## src/rtl/mem_access_if.sv

```systemverilog
// Word-wide data-bus bundle between the load/store unit and the memory side.
// The master issues requests, and the slave answers with ack and read data.
interface mem_access_if;
    logic        bus_req;
    logic        bus_we;
    logic [31:0] bus_addr;
    logic [31:0] bus_wdata;
    logic [3:0]  bus_wstrb;
    logic        bus_ack;
    logic [31:0] bus_rdata;

    modport master (
        output bus_req, bus_we, bus_addr, bus_wdata, bus_wstrb,
        input  bus_ack, bus_rdata
    );

    modport slave (
        input  bus_req, bus_we, bus_addr, bus_wdata, bus_wstrb,
        output bus_ack, bus_rdata
    );
endinterface

```

## src/rtl/mem_access.sv

```systemverilog
// RV32 load/store unit: turns one byte, halfword or word request into a single
// word-aligned bus transaction. Loads are written back with sign or zero extension.
module mem_access #(
    parameter int unsigned TIMEOUT = 255
) (
    input  logic         clk,
    input  logic         rst_n,
    input  logic [2:0]   mem_load_mode,
    input  logic [31:0]  mem_load_addr,
    input  logic [4:0]   mem_load_dest_regs_addr,
    input  logic [1:0]   mem_store_mode,
    input  logic [31:0]  mem_store_addr,
    input  logic [31:0]  mem_store_data,
    output logic         busy,
    mem_access_if.master bus,
    output logic         regs_write_en,
    output logic [4:0]   regs_write_addr,
    output logic [31:0]  regs_write_data,
    output logic         err
);

    localparam int unsigned CW = (TIMEOUT > 2) ? $clog2(TIMEOUT) : 1;
    localparam logic [CW-1:0] WAIT_LAST = CW'(TIMEOUT - 1);

    typedef enum logic [1:0] {S_IDLE, S_ACCESS, S_WB} state_e;

    state_e      state_q, state_d;
    logic [CW-1:0] wait_q, wait_d;
    logic        is_store_q, is_store_d;
    logic [2:0]  ld_mode_q, ld_mode_d;
    logic [1:0]  addr_lo_q, addr_lo_d;
    logic [4:0]  rd_q, rd_d;
    logic        bus_req_q, bus_req_d;
    logic        bus_we_q, bus_we_d;
    logic [31:0] bus_addr_q, bus_addr_d;
    logic [31:0] bus_wdata_q, bus_wdata_d;
    logic [3:0]  bus_wstrb_q, bus_wstrb_d;
    logic        rwe_q, rwe_d;
    logic [4:0]  rwa_q, rwa_d;
    logic [31:0] rwd_q, rwd_d;
    logic        err_q, err_d;

    logic        load_valid, store_valid, load_bad, store_bad;
    logic [3:0]  st_wstrb;
    logic [31:0] st_wdata;

    function automatic logic [31:0] extend_load(input logic [2:0] mode,
                                                input logic [1:0] lo,
                                                input logic [31:0] rdata);
        logic [7:0]  b;
        logic [15:0] h;
        b = rdata[{lo, 3'b000} +: 8];
        h = lo[1] ? rdata[31:16] : rdata[15:0];
        case (mode)
            3'b000:  extend_load = {{24{b[7]}}, b};
            3'b001:  extend_load = {{16{h[15]}}, h};
            3'b100:  extend_load = {24'd0, b};
            3'b101:  extend_load = {16'd0, h};
            default: extend_load = rdata;
        endcase
    endfunction

    // Request decode; mode 011 and 110 are reserved load encodings.
    always_comb begin
        load_valid  = (mem_load_mode != 3'b111);
        store_valid = (mem_store_mode != 2'b00);
        load_bad    = (mem_load_mode == 3'b011) || (mem_load_mode == 3'b110)
                    || ((mem_load_mode[1:0] == 2'b01) && mem_load_addr[0])
                    || ((mem_load_mode[1:0] == 2'b10) && (mem_load_addr[1:0] != 2'b00));
        store_bad   = ((mem_store_mode == 2'b10) && mem_store_addr[0])
                    || ((mem_store_mode == 2'b11) && (mem_store_addr[1:0] != 2'b00));
    end

    always_comb begin
        st_wstrb = 4'b0000;
        st_wdata = mem_store_data;
        case (mem_store_mode)
            2'b01: begin
                st_wstrb = 4'b0001 << mem_store_addr[1:0];
                st_wdata = {4{mem_store_data[7:0]}};
            end
            2'b10: begin
                st_wstrb = mem_store_addr[1] ? 4'b1100 : 4'b0011;
                st_wdata = {2{mem_store_data[15:0]}};
            end
            2'b11:   st_wstrb = 4'b1111;
            default: st_wstrb = 4'b0000;
        endcase
    end

    // NOTE: every variable gets a default before the case so no path can infer a latch.
    always_comb begin
        state_d     = state_q;
        wait_d      = wait_q;
        is_store_d  = is_store_q;
        ld_mode_d   = ld_mode_q;
        addr_lo_d   = addr_lo_q;
        rd_d        = rd_q;
        bus_req_d   = bus_req_q;
        bus_we_d    = bus_we_q;
        bus_addr_d  = bus_addr_q;
        bus_wdata_d = bus_wdata_q;
        bus_wstrb_d = bus_wstrb_q;
        rwe_d       = 1'b0;
        rwa_d       = rwa_q;
        rwd_d       = rwd_q;
        err_d       = 1'b0;

        case (state_q)
            S_IDLE: begin
                if (load_valid) begin
                    // A load wins over a simultaneous store; the store is dropped.
                    err_d = load_bad || store_valid;
                    if (!load_bad) begin
                        state_d     = S_ACCESS;
                        wait_d      = '0;
                        is_store_d  = 1'b0;
                        ld_mode_d   = mem_load_mode;
                        addr_lo_d   = mem_load_addr[1:0];
                        rd_d        = mem_load_dest_regs_addr;
                        bus_req_d   = 1'b1;
                        bus_we_d    = 1'b0;
                        bus_addr_d  = {mem_load_addr[31:2], 2'b00};
                        bus_wstrb_d = 4'b0000;
                    end
                end else if (store_valid) begin
                    err_d = store_bad;
                    if (!store_bad) begin
                        state_d     = S_ACCESS;
                        wait_d      = '0;
                        is_store_d  = 1'b1;
                        addr_lo_d   = mem_store_addr[1:0];
                        bus_req_d   = 1'b1;
                        bus_we_d    = 1'b1;
                        bus_addr_d  = {mem_store_addr[31:2], 2'b00};
                        bus_wdata_d = st_wdata;
                        bus_wstrb_d = st_wstrb;
                    end
                end
            end
            S_ACCESS: begin
                if (bus.bus_ack) begin
                    bus_req_d   = 1'b0;
                    bus_we_d    = 1'b0;
                    bus_wstrb_d = 4'b0000;
                    if (is_store_q) begin
                        state_d = S_IDLE;
                    end else begin
                        state_d = S_WB;
                        rwe_d   = (rd_q != 5'd0);
                        rwa_d   = rd_q;
                        rwd_d   = extend_load(ld_mode_q, addr_lo_q, bus.bus_rdata);
                    end
                end else if (wait_q == WAIT_LAST) begin
                    state_d     = S_IDLE;
                    bus_req_d   = 1'b0;
                    bus_we_d    = 1'b0;
                    bus_wstrb_d = 4'b0000;
                    err_d       = 1'b1;
                end else begin
                    wait_d = wait_q + CW'(1);
                end
            end
            S_WB:    state_d = S_IDLE;
            default: state_d = S_IDLE;
        endcase
    end

    // NOTE: sequential state uses non-blocking assignments only, so every flop samples pre-edge values.
    always_ff @(posedge clk or negedge rst_n) begin
        if (!rst_n) begin
            state_q     <= S_IDLE;
            wait_q      <= '0;
            is_store_q  <= 1'b0;
            ld_mode_q   <= 3'b111;
            addr_lo_q   <= 2'b00;
            rd_q        <= 5'd0;
            bus_req_q   <= 1'b0;
            bus_we_q    <= 1'b0;
            bus_addr_q  <= 32'd0;
            bus_wdata_q <= 32'd0;
            bus_wstrb_q <= 4'b0000;
            rwe_q       <= 1'b0;
            rwa_q       <= 5'd0;
            rwd_q       <= 32'd0;
            err_q       <= 1'b0;
        end else begin
            state_q     <= state_d;
            wait_q      <= wait_d;
            is_store_q  <= is_store_d;
            ld_mode_q   <= ld_mode_d;
            addr_lo_q   <= addr_lo_d;
            rd_q        <= rd_d;
            bus_req_q   <= bus_req_d;
            bus_we_q    <= bus_we_d;
            bus_addr_q  <= bus_addr_d;
            bus_wdata_q <= bus_wdata_d;
            bus_wstrb_q <= bus_wstrb_d;
            rwe_q       <= rwe_d;
            rwa_q       <= rwa_d;
            rwd_q       <= rwd_d;
            err_q       <= err_d;
        end
    end

    assign busy            = (state_q != S_IDLE);
    assign bus.bus_req     = bus_req_q;
    assign bus.bus_we      = bus_we_q;
    assign bus.bus_addr    = bus_addr_q;
    assign bus.bus_wdata   = bus_wdata_q;
    assign bus.bus_wstrb   = bus_wstrb_q;
    assign regs_write_en   = rwe_q;
    assign regs_write_addr = rwa_q;
    assign regs_write_data = rwd_q;
    assign err             = err_q;

endmodule

```

## src/flat_wrapper.sv

```systemverilog
// flat-port wrapper written by rule: the top's interface ports become plain ports
module mem_access_flat 
#(
    parameter int unsigned TIMEOUT = 255
)
  (clk, rst_n, mem_load_mode, mem_load_addr, mem_load_dest_regs_addr, mem_store_mode, mem_store_addr, mem_store_data, busy, regs_write_en, regs_write_addr, regs_write_data, err, bus_bus_req, bus_bus_we, bus_bus_addr, bus_bus_wdata, bus_bus_wstrb, bus_bus_ack, bus_bus_rdata);
  mem_access_if bus_i ();
  input  logic clk;
  input  logic rst_n;
  input  logic [2:0] mem_load_mode;
  input  logic [31:0] mem_load_addr;
  input  logic [4:0] mem_load_dest_regs_addr;
  input  logic [1:0] mem_store_mode;
  input  logic [31:0] mem_store_addr;
  input  logic [31:0] mem_store_data;
  output logic busy;
  output logic regs_write_en;
  output logic [4:0] regs_write_addr;
  output logic [31:0] regs_write_data;
  output logic err;
  output wire logic [$bits(bus_i.bus_req)-1:0] bus_bus_req;
  output wire logic [$bits(bus_i.bus_we)-1:0] bus_bus_we;
  output wire logic [$bits(bus_i.bus_addr)-1:0] bus_bus_addr;
  output wire logic [$bits(bus_i.bus_wdata)-1:0] bus_bus_wdata;
  output wire logic [$bits(bus_i.bus_wstrb)-1:0] bus_bus_wstrb;
  input wire logic [$bits(bus_i.bus_ack)-1:0] bus_bus_ack;
  input wire logic [$bits(bus_i.bus_rdata)-1:0] bus_bus_rdata;
  assign bus_bus_req = bus_i.bus_req;
  assign bus_bus_we = bus_i.bus_we;
  assign bus_bus_addr = bus_i.bus_addr;
  assign bus_bus_wdata = bus_i.bus_wdata;
  assign bus_bus_wstrb = bus_i.bus_wstrb;
  assign bus_i.bus_ack = bus_bus_ack;
  assign bus_i.bus_rdata = bus_bus_rdata;
  mem_access #(.TIMEOUT(TIMEOUT)) u_core (.clk(clk), .rst_n(rst_n), .mem_load_mode(mem_load_mode), .mem_load_addr(mem_load_addr), .mem_load_dest_regs_addr(mem_load_dest_regs_addr), .mem_store_mode(mem_store_mode), .mem_store_addr(mem_store_addr), .mem_store_data(mem_store_data), .busy(busy), .bus(bus_i), .regs_write_en(regs_write_en), .regs_write_addr(regs_write_addr), .regs_write_data(regs_write_data), .err(err));
endmodule
```

## config.mk

```make
export PLATFORM = sky130hd
export DESIGN_NAME = mem_access_flat
export DESIGN_NICKNAME = d
export VERILOG_FILES = /design/src/rtl/mem_access_if.sv /design/src/rtl/mem_access.sv /design/src/flat_wrapper.sv
export SDC_FILE = /design/constraint.sdc
export NUM_CORES = 1
export LEC_CHECK = 0
export BUFFER_PORTS_ARGS = -buffer_cell sky130_fd_sc_hd__buf_4
export CORE_UTILIZATION = 42
export DETAILED_ROUTE_END_ITERATION = 6
export PLACE_DENSITY = 0.79
export SYNTH_ARGS = -nofsm -noshare
export SYNTH_HDL_FRONTEND = slang
export SYNTH_SLANG_ARGS = --single-unit
```

## constraint.sdc

```tcl
create_clock -name clk -period 5.56 [get_ports clk]
set_input_delay 0.834 -clock clk [delete_from_list [all_inputs] [get_ports clk]]
set_output_delay 0.834 -clock clk [all_outputs]
set_load 0.02 [all_outputs]
```

After elaboration in Yosys (flattened, before gate mapping)
Cells that the tools add are included.

storage, ports and cells
  flip-flop bits (word level) = 130
  bits of input ports = 141
  output and inout bits = 110
  logic and storage cells = 121

operators by class
  add/sub/neg operators = 1
  eq/ne operators = 21
  shift-type cells = 2
  muxes and demuxes = 53
  bitwise operators = 4
  reduce and logical (&&, ||, !) cells = 25

operator list
  cell                   number
  $mux W32               4
  $pmux W32 S4           1
  $pmux W32 S2           1
  $mux W8                6
  $shiftx A32 B6 Y8      1
  $mux W4                7
  $mux W2                11
  $mux W16               1
  $pmux W8 S2            1
  $mux W1                15
  $pmux W4 S3            1
  $reduce_and A4 Y1      3
  $reduce_bool A2 Y1     6
  $eq A3 B3 Y1 const B   3
  $add A8 B1 Y8 const B  1
  $eq A8 B8 Y1 const B   1
  $pmux W4 S2            1
  $eq A2 B1 Y1 const B   3
  $eq A2 B2 Y1 const B   3
  $ne A2 B2 Y1 const B   3
  $ne A3 B2 Y1 const B   2
  $ne A3 B3 Y1 const B   2
  $pmux W1 S2            3
  $reduce_and A3 Y1      2
  14 further kinds       24

Depth between registers and ports, before layout
Gate-level depths: netlist of run 1.

  depth in word-level cells = 7
  depth in mapped cells = 8
  depth with buffers taken out = 6

Worst setup path before layout of run 1
OpenSTA, ideal clock, no wires.

  path type = input to register
  start point = input mem_store_mode[0]
  end point = register u_core.addr_lo_q[0]
  setup time = 125 ps
  arrival = 2169 ps
  path slack = 3266 ps
  cell stages on the path = 7
  cells stage by stage = ha_1 -> o21ai_1 -> nand4b_2 -> buf_6 -> o21ai_4 -> buf_6 -> mux2_2

between the ends
  word-level cells in the longest chain between the ends = 5
  elaborated cells between the ends (all ways) = 9

ends and longest elaborated chain
  element                                        RTL line                            source
  start, declared                                flat_wrapper.sv:13                  input logic [1:0] mem_store_mode;
  $eq A2 B2 Y1, on equally long branches         mem_access.sv:70, mem_access.sv:71
  $logic_and A1 B1 Y1, on equally long branches  mem_access.sv:70, mem_access.sv:71
  $logic_or A1 B1 Y1                             mem_access.sv:71                    || ((mem_store_mode == 2'b11) && (mem_store_addr[1:0] != 2'b00));
  $ne A2 B1 Y1 (no source line)                  n/a
  $reduce_and A4 Y1 (no source line) (*)         n/a
  end signal, assigned                           mem_access.sv:192                   addr_lo_q <= addr_lo_d;
  end, declared                                  mem_access.sv:31                    logic [1:0] addr_lo_q, addr_lo_d;

Mark *: on every way between the ends. The rest lies on a longest branch, timed or not.
A chain may end at the register's enable or synchronous reset.

Worst setup path in the final report of run 1
  start point = input mem_load_mode[1]
  end point = register u_core.bus_wdata_q[1], in the netlist u_core.bus.bus_wdata[1]

between the ends
  word-level cells in the longest chain between the ends = 3

ends and longest elaborated chain
  element                             RTL line            source
  start, declared                     flat_wrapper.sv:10  input logic [2:0] mem_load_mode;
  $ne A3 B3 Y1                        mem_access.sv:65    load_valid = (mem_load_mode != 3'b111);
  $not A1 Y1 (no source line)         n/a
  $reduce_and A4 Y1 (no source line)  n/a
  end signal, assigned                mem_access.sv:197   bus_wdata_q <= bus_wdata_d;
  end, declared                       mem_access.sv:36    logic [31:0] bus_wdata_q, bus_wdata_d;

No other way between the ends.

==> flow_summary.yaml, run 1 <==
die:
  ioPinCount: 251
  dieArea_sq_um: 15900
  core_area_sq_um: 15100
  rows: 45
  fp.dieH_um: 126
  initial_utilization_pct: 42.8
  dieWidth_um: 126
clocking:
  clk_pin_slew_ns: 0.06
  insertion_delay_ns: 0.42
  cts_setup_buffers: 0
  cts_sinks: 128
  htree_num_levels: 4
  tritoncts: "done"
  numCtsBuffers: 17
  ctsResizeCount: 0
  clockRootBuffer: "clkbuf_16"
  clk_path_buf_depth: 2
  ctsHoldBuffers: 0
synth:
  synth_top_cells_by_count: "dfrtp_1, o21ai_0, mux2_2, nand2_1, clkbuf_1"
  synth.most_common_cell: "dfrtp_1"
  ys_ff_latch: 128
  async_flop_share_pct: 100
  synth_top_area_share_pct: 48.3
  synth_warnings: 0
  synthTopCellsByArea: "dfrtp_1, mux2_2, o21ai_0"
  ys.flop_type: "dfrtp_1"
  yosysTopAreaCell: "dfrtp_1"
  synth-seq-area-share_pct: 49.5
  synth_cells: 605
  synth.distinct_cells: 57
  syn_area_per_cell_sq_um: 10.7
  netlist_area_sq_um: 6480
  synth-edff-count: 0
drt:
  dr.max_layer_used: "met4"
  drtAntennaViolNets: 0
  wirelength_met1_um: 7340
  drt_wl_total_um: 17900
  wl_per_cell_um: 17.4
  via_per_inst: 5.45
  drt-pass1-iter-count: 5
  wl_met2_um: 8880
  drc: 0
  first_iter_violations: 321
  vias: 5636
  wl_met3_um: 1500
critical_path:
  cp.depth: 7
  cp.required_ns: 5.86
  cp-end-kind: "register"
  crit_start: "mem_load_mode[1]"
  cp_cell_sequence: "buf_4 > and3_1 > buf_4 > nand4b_2 > or2_1 > buf_4 > mux2_4"
  cp-start-kind: "input pin"
  r2r_cells: 4
  cp-endpoint: "u_core.bus.bus_wdata[1]"
  crit_buf_inv: 3
  worstPathMaxFanout: 33
  r2r_setup_slack_ns: 2.92
  path_class: "input pin to register"
  worst_path_max_delay_cell: "or2_1"
  critPathMaxStageDelay_ns: 0.79
  reg2reg_from: "u_core.state_q[1]"
  reg2reg_to: "u_core.bus.bus_wdata[4]"
  critPathArrivalTime_ns: 3.63
  path_common_cell: "buf_4"
  cpLargestDelayFamily: "simple AND/OR/NAND/NOR gates"
final_layout:
  multi_input_area_sq_um: 3000
  areaGrowthSynthToFinish_pct: 38.7
  nNetsFinal: 980
  drive_gt1_share_pct: 43.1
  instances_no_fill: 1034
  seq_area_sq_um: 3210
  fill_cells: 1305
  diodes: 0
global_routing:
  grt_pass1_wl_um: 28800
  grt_max_degree: 74
  track_usage_pct: 23.2
  overflow: 0
  antenna_found_initial: 0
  grt_pass1_vias: 5554
placement:
  gp_congestion: 0.827
  pre_cts_ws_ns: 1.83
  port_buffers: 248
  place_inst: 1002
  hpwl_um: 12800
timing:
  fin_skew_ns: 0.00873
  fin_tns_setup_ns: 0
  finalMaxSlewViolations: 0
  rsz0062_at_grt: "no"
  finalCritPeriodShare_pct: 59.9
  worst_pin_slew_ns: 0.914
  maxSlewHeadroom_pct: 39.1
  fin_crit_ns: 3.33
  finalSetupViolCount: 0
  max_freq_mhz: 300
  finalHoldViolations: 0
  finalWorstSetupSlack_ns: 2.23
  holdWs_ns: 0.403
power_and_ir_drop:
  powerDensity_nw_per_um2: 559
  power.leakage_uw: 0.00412
  peakVddDrop_mv: 0.268
job:
  maxCapViolCount: 0
status:
  status: "finished clean"
worst_hold_path:
  hold_class: "input pin to asynchronous set/reset pin"
worst min path at each step:
stage / startpoint / end / slack, ns / depth (start not counted)
2_1_floorplan: u_core.is_store_q / u_core.is_store_q / 0.45 / 2
3_3_place_gp: u_core.bus.bus_req / u_core.bus.bus_req / 0.46 / 1
3_5_place_dp: u_core.bus.bus_req / u_core.bus.bus_req / 0.47 / 1
4_1_cts: rst_n / u_core.bus.bus_addr[25] / 0.42 / 1
5_1_grt: rst_n / u_core.regs_write_data[23] / 0.45 / 1
6_report: rst_n / u_core.regs_write_data[28] / 0.40 / 1
flip-flops by register name, summed over array words and instances, names as in the netlist, 2 cells and up:
| name | count |
|---|---|
| u_core.bus.bus_wdata | 32 |
| u_core.regs_write_data | 32 |
| u_core.bus.bus_addr | 30 |
| u_core.wait_q | 8 |
| u_core.rd_q | 5 |
| u_core.regs_write_addr | 5 |
| u_core.bus.bus_wstrb | 4 |
| u_core.ld_mode_q | 3 |
| u_core.addr_lo_q | 2 |
| u_core.state_q | 2 |
metal layers:
metal | vias to the layer above | track usage, %
li1 | 2661 | -
met3 | 18 | 7.48
met4 | 0 | 8.01
met2 | 252 | 38.9
met5 | - | 0
met1 | 2705 | 28.2
report_power, final:
group / switching, uW / internal (uW)
Clock: 420 / 683
Combinational: 1160 / 992
Sequential: 376 / 1390
area by class of cell:
| cell class | instances | share of cell area (%) |
|---|---|---|
| inverter | 12 | 0.501 |
| multi-input combinational | 420 | 33.4 |
| tap | 188 | 2.62 |
| clock inverter | 13 | 1.50 |
| sequential | 128 | 35.7 |
| clock buffer | 19 | 5.04 |
| timing repair buffer | 254 | 21.3 |
kinds of logic (layout without fill, tap and decap cells):
family	count (synthesis)	in the layout	share of synthesized area, %
muxes	100	100	17.4
DFF	128	128	49.5
and+or+nand+nor	128	128	10.2
buffers and inverters	58	298	4.50
AOI/OAI and AO/OA	184	184	17.1
other	1	2	0.0579
adders and majority gates	6	6	1.16
per-stage QoR:
stage / utilization (%) / instance area [sq um] / total power [uW]
after global placement: 55.4 / 8400 / 3890
final: 59.3 / 8980 / 5020
after global routing: 59.3 / 8980 / 5310
after detailed placement: 55.4 / 8400 / 3930
after floorplan: - / 6480 / 2980
after CTS: 59.3 / 8980 / 5060
worst register-to-register path: cells and delay by family (launching register included):
family	cells	cell delay, ns
buf+inv	1	0.34
simple gates	2	1.36
flops	1	0.47
mux	1	0.35
cell usage in the layout (no fill, tap or decap), types with 3 or more instances in the layout:
cell / instances
buf_4: 253
nor2b_1: 11
o211ai_1: 6
clkinv_2: 5
o21a_1: 3
mux2_2: 68
nand3_1: 6
inv_1: 12
nor4bb_1: 7
nand2_1: 50
o21ai_0: 88
a21oi_1: 26
ha_1: 6
dfstp_2: 3
clkbuf_16: 17
nand3b_1: 9
o21ai_1: 5
a22oi_1: 10
o22a_1: 7
mux2i_1: 10
nor2_1: 26
dfrtp_1: 125
mux2_1: 20
a31oi_1: 19
o2bb2ai_1: 5
or4_1: 3
(Power assumes the default switching activity.)
==> run 2, diff against run 1 <==
--- a/config.mk
+++ b/config.mk
@@ -5,6 +5,7 @@
 export SDC_FILE = /design/constraint.sdc
 export NUM_CORES = 1
 export LEC_CHECK = 0
+export ABC_AREA = 1
 export BUFFER_PORTS_ARGS = -buffer_cell sky130_fd_sc_hd__buf_4
 export CORE_UTILIZATION = 42
 export DETAILED_ROUTE_END_ITERATION = 6
==> constraint.sdc (replaced) <==
create_clock -name clk -period 3.45 [get_ports clk]
set_input_delay 0.5175 -clock clk [delete_from_list [all_inputs] [get_ports clk]]
set_output_delay 0.5175 -clock clk [all_outputs]
set_load 0.02 [all_outputs]
==> flow_summary.yaml, run 2 <==
clocking:
  ctsHoldBuffers: 0
  clk_path_buf_depth: 2
  clockRootBuffer: "clkbuf_16"
  ctsResizeCount: 0
  cts_sinks: 128
  insertion_delay_ns: 0.42
  clk_pin_slew_ns: 0.05
  numCtsBuffers: 17
  htree_num_levels: 4
  cts_setup_buffers: 0
  tritoncts: "done"
worst_hold_path:
  hold_class: "input pin to asynchronous set/reset pin"
synth:
  synth.most_common_cell: "nand2_1"
  netlist_area_sq_um: 6710
  syn_area_per_cell_sq_um: 8.03
  ys_ff_latch: 128
  synthTopCellsByArea: "dfrtp_1, nand2_1, mux2i_1"
  synth-seq-area-share_pct: 47.8
  synth_cells: 836
  synth_top_cells_by_count: "nand2_1, dfrtp_1, nor2_1, inv_1, o21ai_0"
  synth_top_area_share_pct: 46.6
  synth_warnings: 0
  synth-edff-count: 0
  async_flop_share_pct: 100
  ys.flop_type: "dfrtp_1"
  synth.distinct_cells: 36
  yosysTopAreaCell: "dfrtp_1"
global_routing:
  grt_pass1_wl_um: 30400
  antenna_found_initial: 0
  track_usage_pct: 23.9
  grt_pass1_vias: 6103
  grt_max_degree: 76
  overflow: 0
timing:
  finalSetupViolCount: 0
  finalHoldViolations: 0
  fin_tns_setup_ns: 0
  maxSlewHeadroom_pct: 34.6
  max_freq_mhz: 473
  worst_pin_slew_ns: 0.980
  fin_skew_ns: 0.00864
  finalCritPeriodShare_pct: 61.3
  rsz0062_at_grt: "no"
  fin_crit_ns: 2.12
  finalMaxSlewViolations: 0
critical_path:
  path_common_cell: "nand2_1"
  critPathArrivalTime_ns: 2.41
  crit_start: "u_core.addr_lo_q[1]"
  critPathMaxStageDelay_ns: 0.79
  crit_buf_inv: 1
  cp_cell_sequence: "a21oi_1 > o21ai_0 > nand2_1 > nand2_2 > nand2_1 > o21bai_1 > inv_1"
  worst_path_max_delay_cell: "dfrtp_1"
  reg2reg_from: "u_core.addr_lo_q[1]"
  worstPathMaxFanout: 22
  cp-end-kind: "register"
  cpLargestDelayFamily: "flip-flops"
  cp.required_ns: 3.74
  cp-start-kind: "register"
  path_class: "register to register"
drt:
  drt_wl_total_um: 19100
  drtAntennaViolNets: 0
  wl_per_cell_um: 14.8
  first_iter_violations: 480
  via_per_inst: 4.99
  vias: 6440
  drc: 0
  drt-pass1-iter-count: 7
die:
  ioPinCount: 251
  initial_utilization_pct: 43.7
  dieWidth_um: 128
  dieArea_sq_um: 16500
  rows: 45
  core_area_sq_um: 15400
  fp.dieH_um: 128
power_and_ir_drop:
  peakVddDrop_mv: 0.437
  powerDensity_nw_per_um2: 880
  power.leakage_uw: 0.00477
placement:
  hpwl_um: 14000
  gp_congestion: 0.917
  port_buffers: 248
  place_inst: 1259
final_layout:
  drive_gt1_share_pct: 29.2
  areaGrowthSynthToFinish_pct: 37.7
  instances_no_fill: 1290
  nNetsFinal: 1214
  diodes: 0
  mostFrequentLayoutCells: "buf_4, nand2_1, dfrtp_1, nor2_1, inv_1"
  final_common_cell: "buf_4"
job:
  maxCapViolCount: 0
status:
  status: "finished clean"
[run 2: changes by cell type after synthesis, sizes merged, moves of 16 or more]
cell and change:
inv +67, a31oi -19, nand2 +171, nor2 +64, mux2 -89, o21ai +16
mux2i +25, nand3 +22
[run 2: logic make-up (layout without fill, tap and decap cells)]
family          count (synthesis)  after routing  share of synthesized area [%]
fa+ha+maj                       6              6                           1.12
xor+xnor                        3              3                          0.392
buf+inv                       125            367                           8.63
compound gates                182            182                           15.1
simple gates                  356            356                           21.7
flops                         128            128                           47.8
other cells                     1              2                         0.0559
mux                            35             35                           5.22
[run 2: layout make-up]
type | count | area [sq um]
tap | 211 | 264
inverter | 80 | 300
clock buffer | 20 | 457
timing repair buffer | 256 | 1950
sequential | 128 | 3210
clock inverter | 11 | 139
multi-input combinational | 584 | 2930
fill | 1367 | 6130
[run 2: path summary, 6_finish.rpt]
kind	depth (start not counted)	slack, ns	end
min	1	0.22	u_core.regs_write_data[22]
max	7	1.33	u_core.regs_write_data[19]
min in group clk	3	0.32	u_core.rd_q[3]
max in group asynchronous	2	2.42	u_core.bus.bus_wdata[11]
max reg2reg	7	1.33	u_core.regs_write_data[19]
min reg2reg	2	0.47	u_core.bus.bus_we
[run 2: report_power, final]
part | switching (uW) | leakage (uW) | internal, uW | total (uW)
Sequential | 492 | 0.00158 | 2190 | 2680
Combinational | 2180 | 0.00289 | 1460 | 3640
Clock | 651 | 0.000291 | 1160 | 1810
[run 2: routing by layer]
metal  global-route usage, %  part of all wire (%)  up-vias
met5                       0                     0        -
met4                    9.20                   1.7        0
met3                    6.82                   9.0       22
met2                    39.8                    49      291
met1                    29.2                    41     2977
li1                        -                     -     3150
[run 2: stage by stage]
stage	hold slack, ns	utilization (%)	setup WS, ns	instance area [sq um]	power, uW
detailed placement	0.464	56.2	1.02	8650	6330
global placement	0.465	56.2	1.08	8650	6250
floorplan	0.222	-	1.67	6710	4820
finish	0.224	60.1	1.33	9240	8130
global route	0.312	60.1	1.12	9240	8680
CTS	0.263	60.1	1.37	9240	8180
==> run 3, diff against run 2 <==
==> constraint.sdc (replaced) <==
create_clock -name clk -period 2.03 [get_ports clk]
set_input_delay 0.3045 -clock clk [delete_from_list [all_inputs] [get_ports clk]]
set_output_delay 0.3045 -clock clk [all_outputs]
set_load 0.02 [all_outputs]
==> flow_summary.yaml, run 3 (synthesized netlist as in run 2, its figures left out) <==
status:
  status: "finished clean"
critical_path:
  cp-end-kind: "register"
  worstPathMaxFanout: 16
  critPathArrivalTime_ns: 2.03
  path_class: "register to register"
  cp.required_ns: 2.32
  cp-start-kind: "register"
clocking:
  cts_sinks: 128
  clockRootBuffer: "clkbuf_16"
  ctsResizeCount: 0
  htree_num_levels: 4
  clk_pin_slew_ns: 0.06
  ctsHoldBuffers: 1
  cts_setup_buffers: 0
  clk_path_buf_depth: 2
  insertion_delay_ns: 0.41
  numCtsBuffers: 17
  tritoncts: "done"
timing:
  rsz0062_at_grt: "no"
  fin_tns_setup_ns: 0
  max_freq_mhz: 575
  finalSetupViolCount: 0
  fin_crit_ns: 1.74
  finalCritPeriodShare_pct: 85.7
  maxSlewHeadroom_pct: 61.7
  finalMaxSlewViolations: 0
  fin_skew_ns: 0.0123
  finalHoldViolations: 0
  worst_pin_slew_ns: 0.574
power_and_ir_drop:
  netSwitchingFraction_pct: 40.8
  power.leakage_uw: 0.00481
  intPower_uw: 8210
  combPwrFrac_pct: 46.0
  powerDensity_nw_per_um2: 1480
  total_power_uw: 13900
  peakVddDrop_mv: 0.720
  sequentialPowerShare_pct: 32.2
  clkPwrFrac_pct: 21.8
  p_switching_uw: 5670
global_routing:
  grt_pass1_wl_um: 30100
  antenna_found_initial: 0
  grt_max_degree: 69
  track_usage_pct: 23.7
  grt_pass1_vias: 6157
  overflow: 0
die:
  fp.dieH_um: 128
  dieWidth_um: 128
  dieArea_sq_um: 16500
  rows: 45
  core_area_sq_um: 15400
  ioPinCount: 251
  initial_utilization_pct: 43.7
job:
  maxCapViolCount: 0
placement:
  port_buffers: 248
  hpwl_um: 14100
  gp_congestion: 0.899
  place_inst: 1268
drt:
  drtAntennaViolNets: 0
  via_per_inst: 4.95
  vias: 6434
  wl_per_cell_um: 14.6
  drt_wl_total_um: 19000
  first_iter_violations: 393
  drc: 0
  drt-pass1-iter-count: 5
final_layout:
  post-route-util_pct: 60.9
  instances_no_fill: 1301
  mostFrequentLayoutCells: "buf_4, nand2_1, dfrtp_1, nor2_1, inv_1"
  areaGrowthSynthToFinish_pct: 39.5
  diodes: 0
  nNetsFinal: 1224
  final_common_cell: "buf_4"
  drive_gt1_share_pct: 29.6
worst_hold_path:
  hold_class: "input pin to register"
## run 3: changes by cell type in the layout (fill, tap and decap cells not counted)
cell and delta:
clkinv_4 -1, clkbuf_8 +1, clkinvlp_4 +4, clkinv_2 -4
dlygate4sd3_1 +1, buf_12 +4, bufinv_16 -1, clkbuf_1 +2
buf_4 +5
## run 3: final timing paths
kind | from | endpoint | slack (ns) | cells after the start
max | u_core.addr_lo_q[0] | u_core.regs_write_data[25] | 0.29 | 6
min | mem_load_dest_regs_addr[0] | u_core.rd_q[0] | 0.11 | 3
max reg2reg | u_core.addr_lo_q[0] | u_core.regs_write_data[25] | 0.29 | 6
min reg2reg | u_core.bus.bus_req | u_core.bus.bus_req | 0.48 | 2
max in group asynchronous | rst_n | u_core.bus.bus_addr[11] | 0.98 | 3
min in group asynchronous | rst_n | u_core.regs_write_data[20] | 0.38 | 2
## run 3: final cells by class
| cell class | count | area [sq um] |
|---|---|---|
| clock buffer | 23 | 478 |
| clock inverter | 9 | 110 |
| fill | 1365 | 6010 |
| inverter | 80 | 300 |
| multi-input combinational | 584 | 2930 |
| sequential | 128 | 3210 |
| tap | 211 | 264 |
| timing repair buffer | 266 | 2070 |
## run 3: power groups by stage
stage,clock network (uW),registers (uW),logic (uW)
global placement,0,4450,6280
finish,3020,4460,6390
floorplan,0,5540,2640
detailed placement,0,4460,6420
global route,3180,4590,7040
CTS,3060,4460,6430
## run 3: metrics by stage
step                      worst slack (ns)  instance area, sq um  hold slack (ns)
after floorplan                      0.461                  6710          0.00891
after global placement               0.372                  8760            0.266
after detailed placement             0.303                  8760            0.269
after CTS                            0.292                  9360           0.0902
after global routing                 0.107                  9360           0.0954
final                                0.290                  9360            0.110
## run 3: critical path: stages (launching register included)
cell and delay [ns]:
dfrtp_1 0.44, o211ai_1 0.21, nand2_1 0.11, nand2_2 0.16, nand2_1 0.37, o21bai_1 0.28, inv_1 0.06
## run 3: metal layers
metal,share of wire (%),global-route usage [%],vias up
li1,-,-,3163
met5,0,0,-
met3,9.2,8.02,27
met4,2.2,9.20,0
met1,41,28.4,2959
met2,48,39.4,285
